## config.mk

```make
export PLATFORM = sky130hd
export DESIGN_NAME = alu_share_arb
export DESIGN_NICKNAME = d
export VERILOG_FILES = /design/src/rtl/alu_pkg.sv /design/src/rtl/alu_rr_arb2.sv /design/src/rtl/alu_share_arb.sv
export SDC_FILE = /design/constraint.sdc
export NUM_CORES = 1
export LEC_CHECK = 0
export CORE_ASPECT_RATIO = 1.1
export CORE_MARGIN = 5
export CORE_UTILIZATION = 25
export DETAILED_ROUTE_END_ITERATION = 10
export PLACE_DENSITY = 0.56
export SKIP_LAST_GASP = 1
export SYNTH_ARGS = -nofsm -noshare
export SYNTH_HDL_FRONTEND = slang
export SYNTH_SLANG_ARGS = --single-unit
```

## constraint.sdc

```tcl
create_clock -name i_clk -period 4.8 [get_ports i_clk]
set_input_delay 0.48 -clock i_clk [delete_from_list [all_inputs] [get_ports i_clk]]
set_output_delay 0.48 -clock i_clk [all_outputs]
set_load 0.01 [all_outputs]
```

## src/rtl/alu_pkg.sv

```systemverilog
// Shared definitions for the shared-ALU arbiter: sequencer states, ALU op
// codes and the record a requester posts.
package alu_pkg;

   typedef enum logic [1:0] {
      S_IDLE = 2'd0,
      S_LOAD = 2'd1,
      S_READ = 2'd2,
      S_ACK  = 2'd3
   } state_e;

   localparam logic [1:0] ALU_OP_ADD   = 2'b00;
   localparam logic [1:0] ALU_OP_AND   = 2'b01;
   localparam logic [1:0] ALU_OP_XOR   = 2'b10;
   localparam logic [1:0] ALU_OP_SHIFT = 2'b11;

   // One posted operation as held until the ALU has executed it.
   typedef struct packed {
      logic [1:0] op;
      logic       sub;
      logic [7:0] a;
      logic [7:0] b;
   } alu_req_t;

endpackage

```

## src/rtl/alu_rr_arb2.sv

```systemverilog
// Two-way arbiter: picks which pending requester gets the ALU next.
// Purely combinational; the round-robin pointer lives in the parent.
module alu_rr_arb2 #(
   parameter int P_FIXED_PRIO = 0
) (
   input  logic [1:0] pending_i,
   input  logic       ptr_i,
   output logic       gnt_valid_o,
   output logic       gnt_idx_o
);

   // Single requester wins outright; a tie goes to the pointer or to requester 0.
   always_comb begin
      // NOTE: every output of a combinational block gets a default first so no path leaves it unassigned and infers a latch.
      gnt_valid_o = |pending_i;
      gnt_idx_o   = 1'b0;
      case (pending_i)
         2'b01:   gnt_idx_o = 1'b0;
         2'b10:   gnt_idx_o = 1'b1;
         2'b11:   gnt_idx_o = (P_FIXED_PRIO != 0) ? 1'b0 : ptr_i;
         default: gnt_idx_o = 1'b0;
      endcase
   end

endmodule

```

## src/rtl/alu_share_arb.sv

```systemverilog
// Shares one ALU between the microcode sequencer (requester 0) and the
// address/increment unit (requester 1). Each posted operation is sequenced
// LOAD (operands on A and bus, Y write) -> READ (Y onto bus, sampled) -> ACK.
// All ALU control lines are registered so they change only on clock edges.
module alu_share_arb #(
   parameter int P_FIXED_PRIO = 0,
   parameter int P_RR_INIT    = 0
) (
   input  logic       i_clk,
   input  logic       i_nReset,
   input  logic       i_start0,
   input  logic [1:0] i_op0,
   input  logic       i_sub0,
   input  logic [7:0] i_a0,
   input  logic [7:0] i_b0,
   output logic       o_ack0,
   output logic [7:0] o_result0,
   input  logic       i_start1,
   input  logic [1:0] i_op1,
   input  logic       i_sub1,
   input  logic [7:0] i_a1,
   input  logic [7:0] i_b1,
   output logic       o_ack1,
   output logic [7:0] o_result1,
   output logic [7:0] o_aluA,
   output logic [7:0] o_busData,
   output logic       o_busOE,
   input  logic [7:0] i_busData,
   output logic       o_ctrlAluYNWE,
   output logic       o_ctrlAluNOE,
   output logic       o_ctrlAluSub,
   output logic [1:0] o_ctrlAluOp,
   output logic       o_busy,
   output logic       o_grant
);

   import alu_pkg::*;

   localparam logic PTR_INIT = (P_RR_INIT != 0);

   state_e     state_q, state_d;
   logic       grant_q, grant_d;
   logic       ptr_q, ptr_d;
   logic [1:0] pend_q, pend_d;
   alu_req_t   hold0_q, hold0_d;
   alu_req_t   hold1_q, hold1_d;

   logic [7:0] alu_a_q, alu_a_d;
   logic [7:0] bus_data_q, bus_data_d;
   logic       bus_oe_q, bus_oe_d;
   logic       ynwe_q, ynwe_d;
   logic       noe_q, noe_d;
   logic       alu_sub_q, alu_sub_d;
   logic [1:0] alu_op_q, alu_op_d;
   logic [1:0] ack_q, ack_d;
   logic [7:0] result0_q, result0_d;
   logic [7:0] result1_q, result1_d;

   logic       gnt_valid;
   logic       gnt_idx;
   alu_req_t   sel;

   alu_rr_arb2 #(
      .P_FIXED_PRIO(P_FIXED_PRIO)
   ) u_arb (
      .pending_i  (pend_q),
      .ptr_i      (ptr_q),
      .gnt_valid_o(gnt_valid),
      .gnt_idx_o  (gnt_idx)
   );

   // Next state, operand capture and the values the control registers take next.
   always_comb begin
      // NOTE: combinational logic uses blocking assignments so later lines see earlier results (pend_d below relies on it).
      state_d    = state_q;
      grant_d    = grant_q;
      ptr_d      = ptr_q;
      pend_d     = pend_q;
      hold0_d    = hold0_q;
      hold1_d    = hold1_q;
      alu_a_d    = alu_a_q;
      bus_data_d = bus_data_q;
      alu_sub_d  = alu_sub_q;
      alu_op_d   = alu_op_q;
      result0_d  = result0_q;
      result1_d  = result1_q;
      bus_oe_d   = 1'b0;
      ynwe_d     = 1'b1;
      noe_d      = 1'b1;
      ack_d      = 2'b00;
      sel        = gnt_idx ? hold1_q : hold0_q;

      // The ack cycle frees the served slot; a start in that same cycle refills it.
      if (state_q == S_ACK) pend_d[grant_q] = 1'b0;

      if (i_start0 && !pend_d[0]) begin
         pend_d[0] = 1'b1;
         hold0_d   = '{op: i_op0, sub: i_sub0, a: i_a0, b: i_b0};
      end
      if (i_start1 && !pend_d[1]) begin
         pend_d[1] = 1'b1;
         hold1_d   = '{op: i_op1, sub: i_sub1, a: i_a1, b: i_b1};
      end

      case (state_q)
         S_IDLE: begin
            if (gnt_valid) begin
               state_d    = S_LOAD;
               grant_d    = gnt_idx;
               alu_a_d    = sel.a;
               bus_data_d = sel.b;
               alu_op_d   = sel.op;
               alu_sub_d  = sel.sub;
               bus_oe_d   = 1'b1;
               ynwe_d     = 1'b0;
            end
         end
         S_LOAD: begin
            // Bus released and output enabled on the same edge: never both active.
            state_d = S_READ;
            noe_d   = 1'b0;
         end
         S_READ: begin
            state_d        = S_ACK;
            ack_d[grant_q] = 1'b1;
            if (grant_q) result1_d = i_busData;
            else         result0_d = i_busData;
         end
         S_ACK: begin
            state_d = S_IDLE;
            ptr_d   = ~grant_q;
         end
         default: state_d = S_IDLE;
      endcase
   end

   // State, holding and output registers; reset aborts any operation in flight.
   always_ff @(posedge i_clk or negedge i_nReset) begin
      if (!i_nReset) begin
         state_q    <= S_IDLE;
         grant_q    <= 1'b0;
         ptr_q      <= PTR_INIT;
         pend_q     <= 2'b00;
         hold0_q    <= '0;
         hold1_q    <= '0;
         alu_a_q    <= 8'h00;
         bus_data_q <= 8'h00;
         bus_oe_q   <= 1'b0;
         ynwe_q     <= 1'b1;
         noe_q      <= 1'b1;
         alu_sub_q  <= 1'b0;
         alu_op_q   <= ALU_OP_ADD;
         ack_q      <= 2'b00;
         result0_q  <= 8'h00;
         result1_q  <= 8'h00;
      end else begin
         // NOTE: sequential state uses non-blocking assignments so every register samples pre-edge values.
         state_q    <= state_d;
         grant_q    <= grant_d;
         ptr_q      <= ptr_d;
         pend_q     <= pend_d;
         hold0_q    <= hold0_d;
         hold1_q    <= hold1_d;
         alu_a_q    <= alu_a_d;
         bus_data_q <= bus_data_d;
         bus_oe_q   <= bus_oe_d;
         ynwe_q     <= ynwe_d;
         noe_q      <= noe_d;
         alu_sub_q  <= alu_sub_d;
         alu_op_q   <= alu_op_d;
         ack_q      <= ack_d;
         result0_q  <= result0_d;
         result1_q  <= result1_d;
      end
   end

   assign o_ack0        = ack_q[0];
   assign o_ack1        = ack_q[1];
   assign o_result0     = result0_q;
   assign o_result1     = result1_q;
   assign o_aluA        = alu_a_q;
   assign o_busData     = bus_data_q;
   assign o_busOE       = bus_oe_q;
   assign o_ctrlAluYNWE = ynwe_q;
   assign o_ctrlAluNOE  = noe_q;
   assign o_ctrlAluSub  = alu_sub_q;
   assign o_ctrlAluOp   = alu_op_q;
   assign o_busy        = (state_q != S_IDLE);
   assign o_grant       = grant_q;

endmodule

```

; ---- After elaboration in Yosys (flattened, before gate mapping)
; Cells that the tools add are included.
[word_totals]
register_bits = 84
latch_bits = 0
mem_bits_rw = 0
rom_bits = 0
inputBits = 50
output_inout_bits = 42
elab_cells = 59
n_memories = 0
[classes]
n_addsub = 0
multipliers = 0
div_mod_pow = 0
order_cmp = 2
n_eq_ne = 6
n_shift = 0
n_mux = 15
n_bitwise = 3
reduce_logical = 11
[ops]
columns = op, count
row1 = $mux 19, 1
row2 = $eq 2x2->1 const B, 4
row3 = $mux 1, 8
row4 = $pmux 2 s4, 1
row5 = $mux 2, 3
row6 = $reduce_and 2->1, 3
row7 = $logic_and 1x1->1, 3
row8 = $and 2x2->2, 1
row9 = $eq 2x1->1 const B, 1
row10 = $logic_not 1->1, 2
row11 = $logic_not 2->1, 1
row12 = $lt 1x2->1 const B, 1
row13 = $ne 2x2->1 const B, 1
row14 = $not 2->2, 1
row15 = $pmux 1 s2, 1
row16 = $reduce_bool 2->1, 1
row17 = $reduce_or 2->1, 1
row18 = $demux 1 s1, 1
row19 = $ge 1x1->1 const B, 1
row20 = $not 1->1, 1

; ---- Longest topological paths before layout
[depth]
depth_word = 10
mapped_depth = 7
depth_no_buf = 6

; ---- Modules after synthesis
; Synthesis repeated with hierarchy kept, for this count alone.
[hier_totals]
hier_cells = 237
hier_area_um2 = 3379.5
[modules_own_cells]
columns = module, n_inst, cells_per_inst, area_each_um2, seq_area_each_um2
row1 = alu_share_arb, 1, 234, 3362.0, 2104.5
row2 = alu_rr_arb2, 1, 3, 17.5, 0.0

; ---- Worst setup path after synthesis
; OpenSTA, ideal clock, no wires.
[synth_timing]
kind = flip-flop to flip-flop
startpoint = register grant_q, in the netlist o_grant
endpoint = register hold0_q[10] in the netlist's numbering
setup_ps = 125
t_arrival_ps = 1395
t_required_ps = 4675
path_slack_ps = 3280
path_stages_with_launch = 6
n_path_buf = 2
synth_period_minus_slack_ps = 1520
path_cell_list = dfrtp_1 -> nand2b_1 -> a21boi_1 -> buf_4 -> buf_6 -> mux2_4
[synth_between]
elab_chain_len = 9
word_cells_on_any_way = 10
cone_classes = order compare (2) / mux (3) / bitwise (2) / reduce/logical (3)
[synth_rtl]
columns = item, line
row1 = "start, declared", alu_share_arb.sv:42  ; logic grant_q, grant_d;
row2 = "start signal, assigned", alu_share_arb.sv:159  ; grant_q <= grant_d;
row3 = $lt 1x2->1 (not written as such) or $ge 1x1->1 (tied branches), alu_share_arb.sv:94  ; if (state_q == S_ACK) pend_d[grant_q] = 1'b0;
row4 = $logic_and 1x1->1 (not written as such), alu_share_arb.sv:94
row5 = $mux 1 (not written as such), alu_share_arb.sv:94
row6 = $demux 1 s1 (*), alu_share_arb.sv:94
row7 = $not 2->2 (no line) (*), n/a
row8 = $and 2x2->2 (no line) (*), n/a
row9 = $mux 2 (*), alu_share_arb.sv:94
row10 = $logic_not 1->1 (*), alu_share_arb.sv:96  ; if (i_start0 && !pend_d[0]) begin
row11 = $logic_and 1x1->1 (*), alu_share_arb.sv:96
row12 = "end signal, assigned", alu_share_arb.sv:162  ; hold0_q <= hold0_d;
row13 = "end, declared", alu_share_arb.sv:45  ; alu_req_t hold0_q, hold0_d;
; Every way passes the cells marked *; elsewhere a longest branch is shown, timed or not.
; A chain may end at the register's enable or synchronous reset.

; ---- Worst setup path after layout
[layout_timing]
startpoint = register pend_q[1]
endpoint = register hold1_q[3] in the netlist's numbering
[layout_between]
elab_chain_len = 4
[layout_rtl]
columns = item, line
row1 = "start, declared", alu_share_arb.sv:44  ; logic [1:0] pend_q, pend_d;
row2 = "start signal, assigned", alu_share_arb.sv:161  ; pend_q <= pend_d;
row3 = $and 2x2->2 (no line), n/a
row4 = $mux 2 (*), alu_share_arb.sv:94
row5 = $logic_not 1->1 (*), alu_share_arb.sv:100  ; if (i_start1 && !pend_d[1]) begin
row6 = $logic_and 1x1->1 (*), alu_share_arb.sv:100
row7 = "end signal, assigned", alu_share_arb.sv:163  ; hold1_q <= hold1_d;
row8 = "end, declared", alu_share_arb.sv:46  ; alu_req_t hold1_q, hold1_d;
; Marked as above.

==> metrics <==
status complete, no violations; fin. max-slew vios 0; most frequent cells in the layout clkdlybuf4s50_1, dfrtp_1, mux2_2, a21oi_1, mux2_4; Syn-to-layout area delta 40.36%; DP Cell Count 525; Placement Setup Slack 2.538 ns; Core Area 13740 um2; RR Endpoint hold1_q[3]$_DFFE_PN0P_; pin count of the biggest net entering global routing 85; CP required 5.02 ns; Static Leak 2.042 nW; Ant. Diodes 0; via count 2306; Routed Antenna Nets 0; Final Instance Count excl. Fillers 541; io pins 92; # DRC 0; Worst Skew 0.006810 ns; ranking of synthesized cells by area dfrtp_1, mux2_2, mux2_4, a31oi_1, a21oi_1; WL/cell 15.56 um; register bit total from synthesis 84; initial core utilization 25.27%; syn_area_per_cell 13.30 um2; Hold Crit Class in -> async; Power Dens Cells 712.9 nW/um2; most common cell after layout, fill and taps aside clkdlybuf4s50_1; share of layout cells above drive strength 1 21.81%; drt first-iter violations 110; syn_nets 316; Via density 4.262; crit path to hold1_q[3]$_DFFE_PN0P_; CTS Buf Count 9; Synth Instances 261; die width 122.4 um; RSZ-0062 raised after global routing false; worst reg2reg startpoint pend_q[1]$_DFF_PN0_; initial antenna violation count 0; H-tree depth 3; CP Max Fanout 25; register area share after synthesis 60.61%; dpl hpwl 5919 um; Slew Limit Headroom 17.96%; clk sinks 84; Total GRT Usage 10.63%; Synth Warn # 0; Netlist cell types 25; crit path DAT 2.44 ns; drt pass-1 iters 4; Nets 403; Setup Buffers After CTS 0; TritonCTS clock tree done; Hold Buf Count CTS 0; clk_lat worst skew 0.33 ns; Worst-path clk slew 0.06 ns; vias in the first global route 2534; max_cap viols 0; final worst slack 2.573 ns; die area 16350 um2; post-route setup TNS 0 ns; Root Buffer clkbuf_16; Tot Pwr 3.474 mW; port bufs 91; type of origin of the critical path flip-flop; CP endpoint kind flip-flop; RD Place Congestion 0.7541; reg2reg path depth 2; FP Rows 45; Hold Fails Final Rpt 0; WS Path Type reg -> reg; final setup vio count 0; transition time at the pin with the least slew margin 1.228 ns; Reg2Reg Setup Slack 2.57 ns; VDD IR-drop max 0.2596 mV; post-synth top area share 59.10%; Setup crit start pend_q[1]$_DFF_PN0_; period utilization 46.39%; final global-route overflow total 0; first-pass GRT wire length 13380 um; clk buf depth 2; Max Clock Freq 449.1 MHz; post_cts resized 0; overall die height 133.6 um; area leader, netlist dfrtp_1; drt total wl 8418 um; crit path time final 2.227 ns; Synth Cell Area 3472 um2; worst hold slack 0.3459 ns
cell usage after synthesis (all sizes together):
cell	number
a31oi	19
nor3	1
nand2b	2
a21bo	1
dfstp	2
mux2	55
a21o	2
dfrtp	82
clkbuf	8
buf	9
ha	5
a32o	1
a21boi	1
a21oi	20
inv	8
nand2	2
nor2	19
nor3b	1
nor2b	2
o21ai	21
flip-flops by register name, summed over array words and instances, names as in the netlist, 2 cells and up:
| name | cells |
|---|---|
| pend_q | 2 |
| o_result1 | 8 |
| o_busData | 8 |
| hold0_q | 19 |
| ack_q | 2 |
| o_ctrlAluOp | 2 |
| state_q | 2 |
| o_aluA | 8 |
| o_result0 | 8 |
| hold1_q | 19 |
per-stage QoR:
stage | cell area (um2) | util [%]
2_1_floorplan | 3472 | -
3_3_place_gp | 4537 | 33.02
3_5_place_dp | 4537 | 33.02
4_1_cts | 4873 | 35.47
5_1_grt | 4873 | 35.47
6_report | 4873 | 35.47
where the power goes:
part	switching (mW)	total, mW	leakage (nW)	internal, mW
Clock	0.279	0.764	0.158	0.485
Combinational	0.619	1.42	0.903	0.802
Sequential	0.211	1.29	0.981	1.08
Total	1.11	3.47	2.04	2.37
kinds of logic (layout without fill, tap and decap cells):
group / Yosys count / count (layout) / share of synthesized area [%]
AOI/OAI and AO/OA: 65 / 65 / 10.56
adders and majority gates: 5 / 5 / 1.802
muxes: 55 / 55 / 20.00
and+or+nand+nor: 27 / 27 / 3.351
DFF: 84 / 84 / 60.61
buffers and inverters: 25 / 117 / 3.676
how the worst min path moves through the flow:
stage / from / endpoint / cells past startpoint
2_1_floorplan: i_nReset / ack_q[0]$_DFF_PN0_ / 0
3_3_place_gp: o_result1[1]$_DFFE_PN0P_ / o_result1[1]$_DFFE_PN0P_ / 1
3_5_place_dp: hold0_q[5]$_DFFE_PN0P_ / hold0_q[5]$_DFFE_PN0P_ / 1
4_1_cts: i_nReset / hold0_q[13]$_DFFE_PN0P_ / 1
5_1_grt: i_nReset / hold0_q[13]$_DFFE_PN0P_ / 1
6_report: i_nReset / hold0_q[13]$_DFFE_PN0P_ / 1
cell type report:
class	instances	area (um2)
Fill cell	1392	8865
Sequential cell	84	2105
Multi-Input combinational cell	152	1244
Timing Repair Buffer	93	923.4
Clock buffer	11	252.7
Tap cell	188	235.2
Clock inverter	5	83.83
Inverter	8	30.03
routing by layer:
layer  part of all wire, %  up-vias  global-route usage (%)
li1                      -     1095                       -
met1                    46     1131                   14.29
met2                    46       70                   16.04
met3                   6.9       10                   3.949
met4                   1.2        0                   2.987
met5                     0        -                       0
worst max-delay path, stage by stage, from the launching register on:
cell,delay [ns]
dfrtp_1,0.89
a21bo_1,0.81
mux2_2,0.42
(Power assumes the default switching activity.)
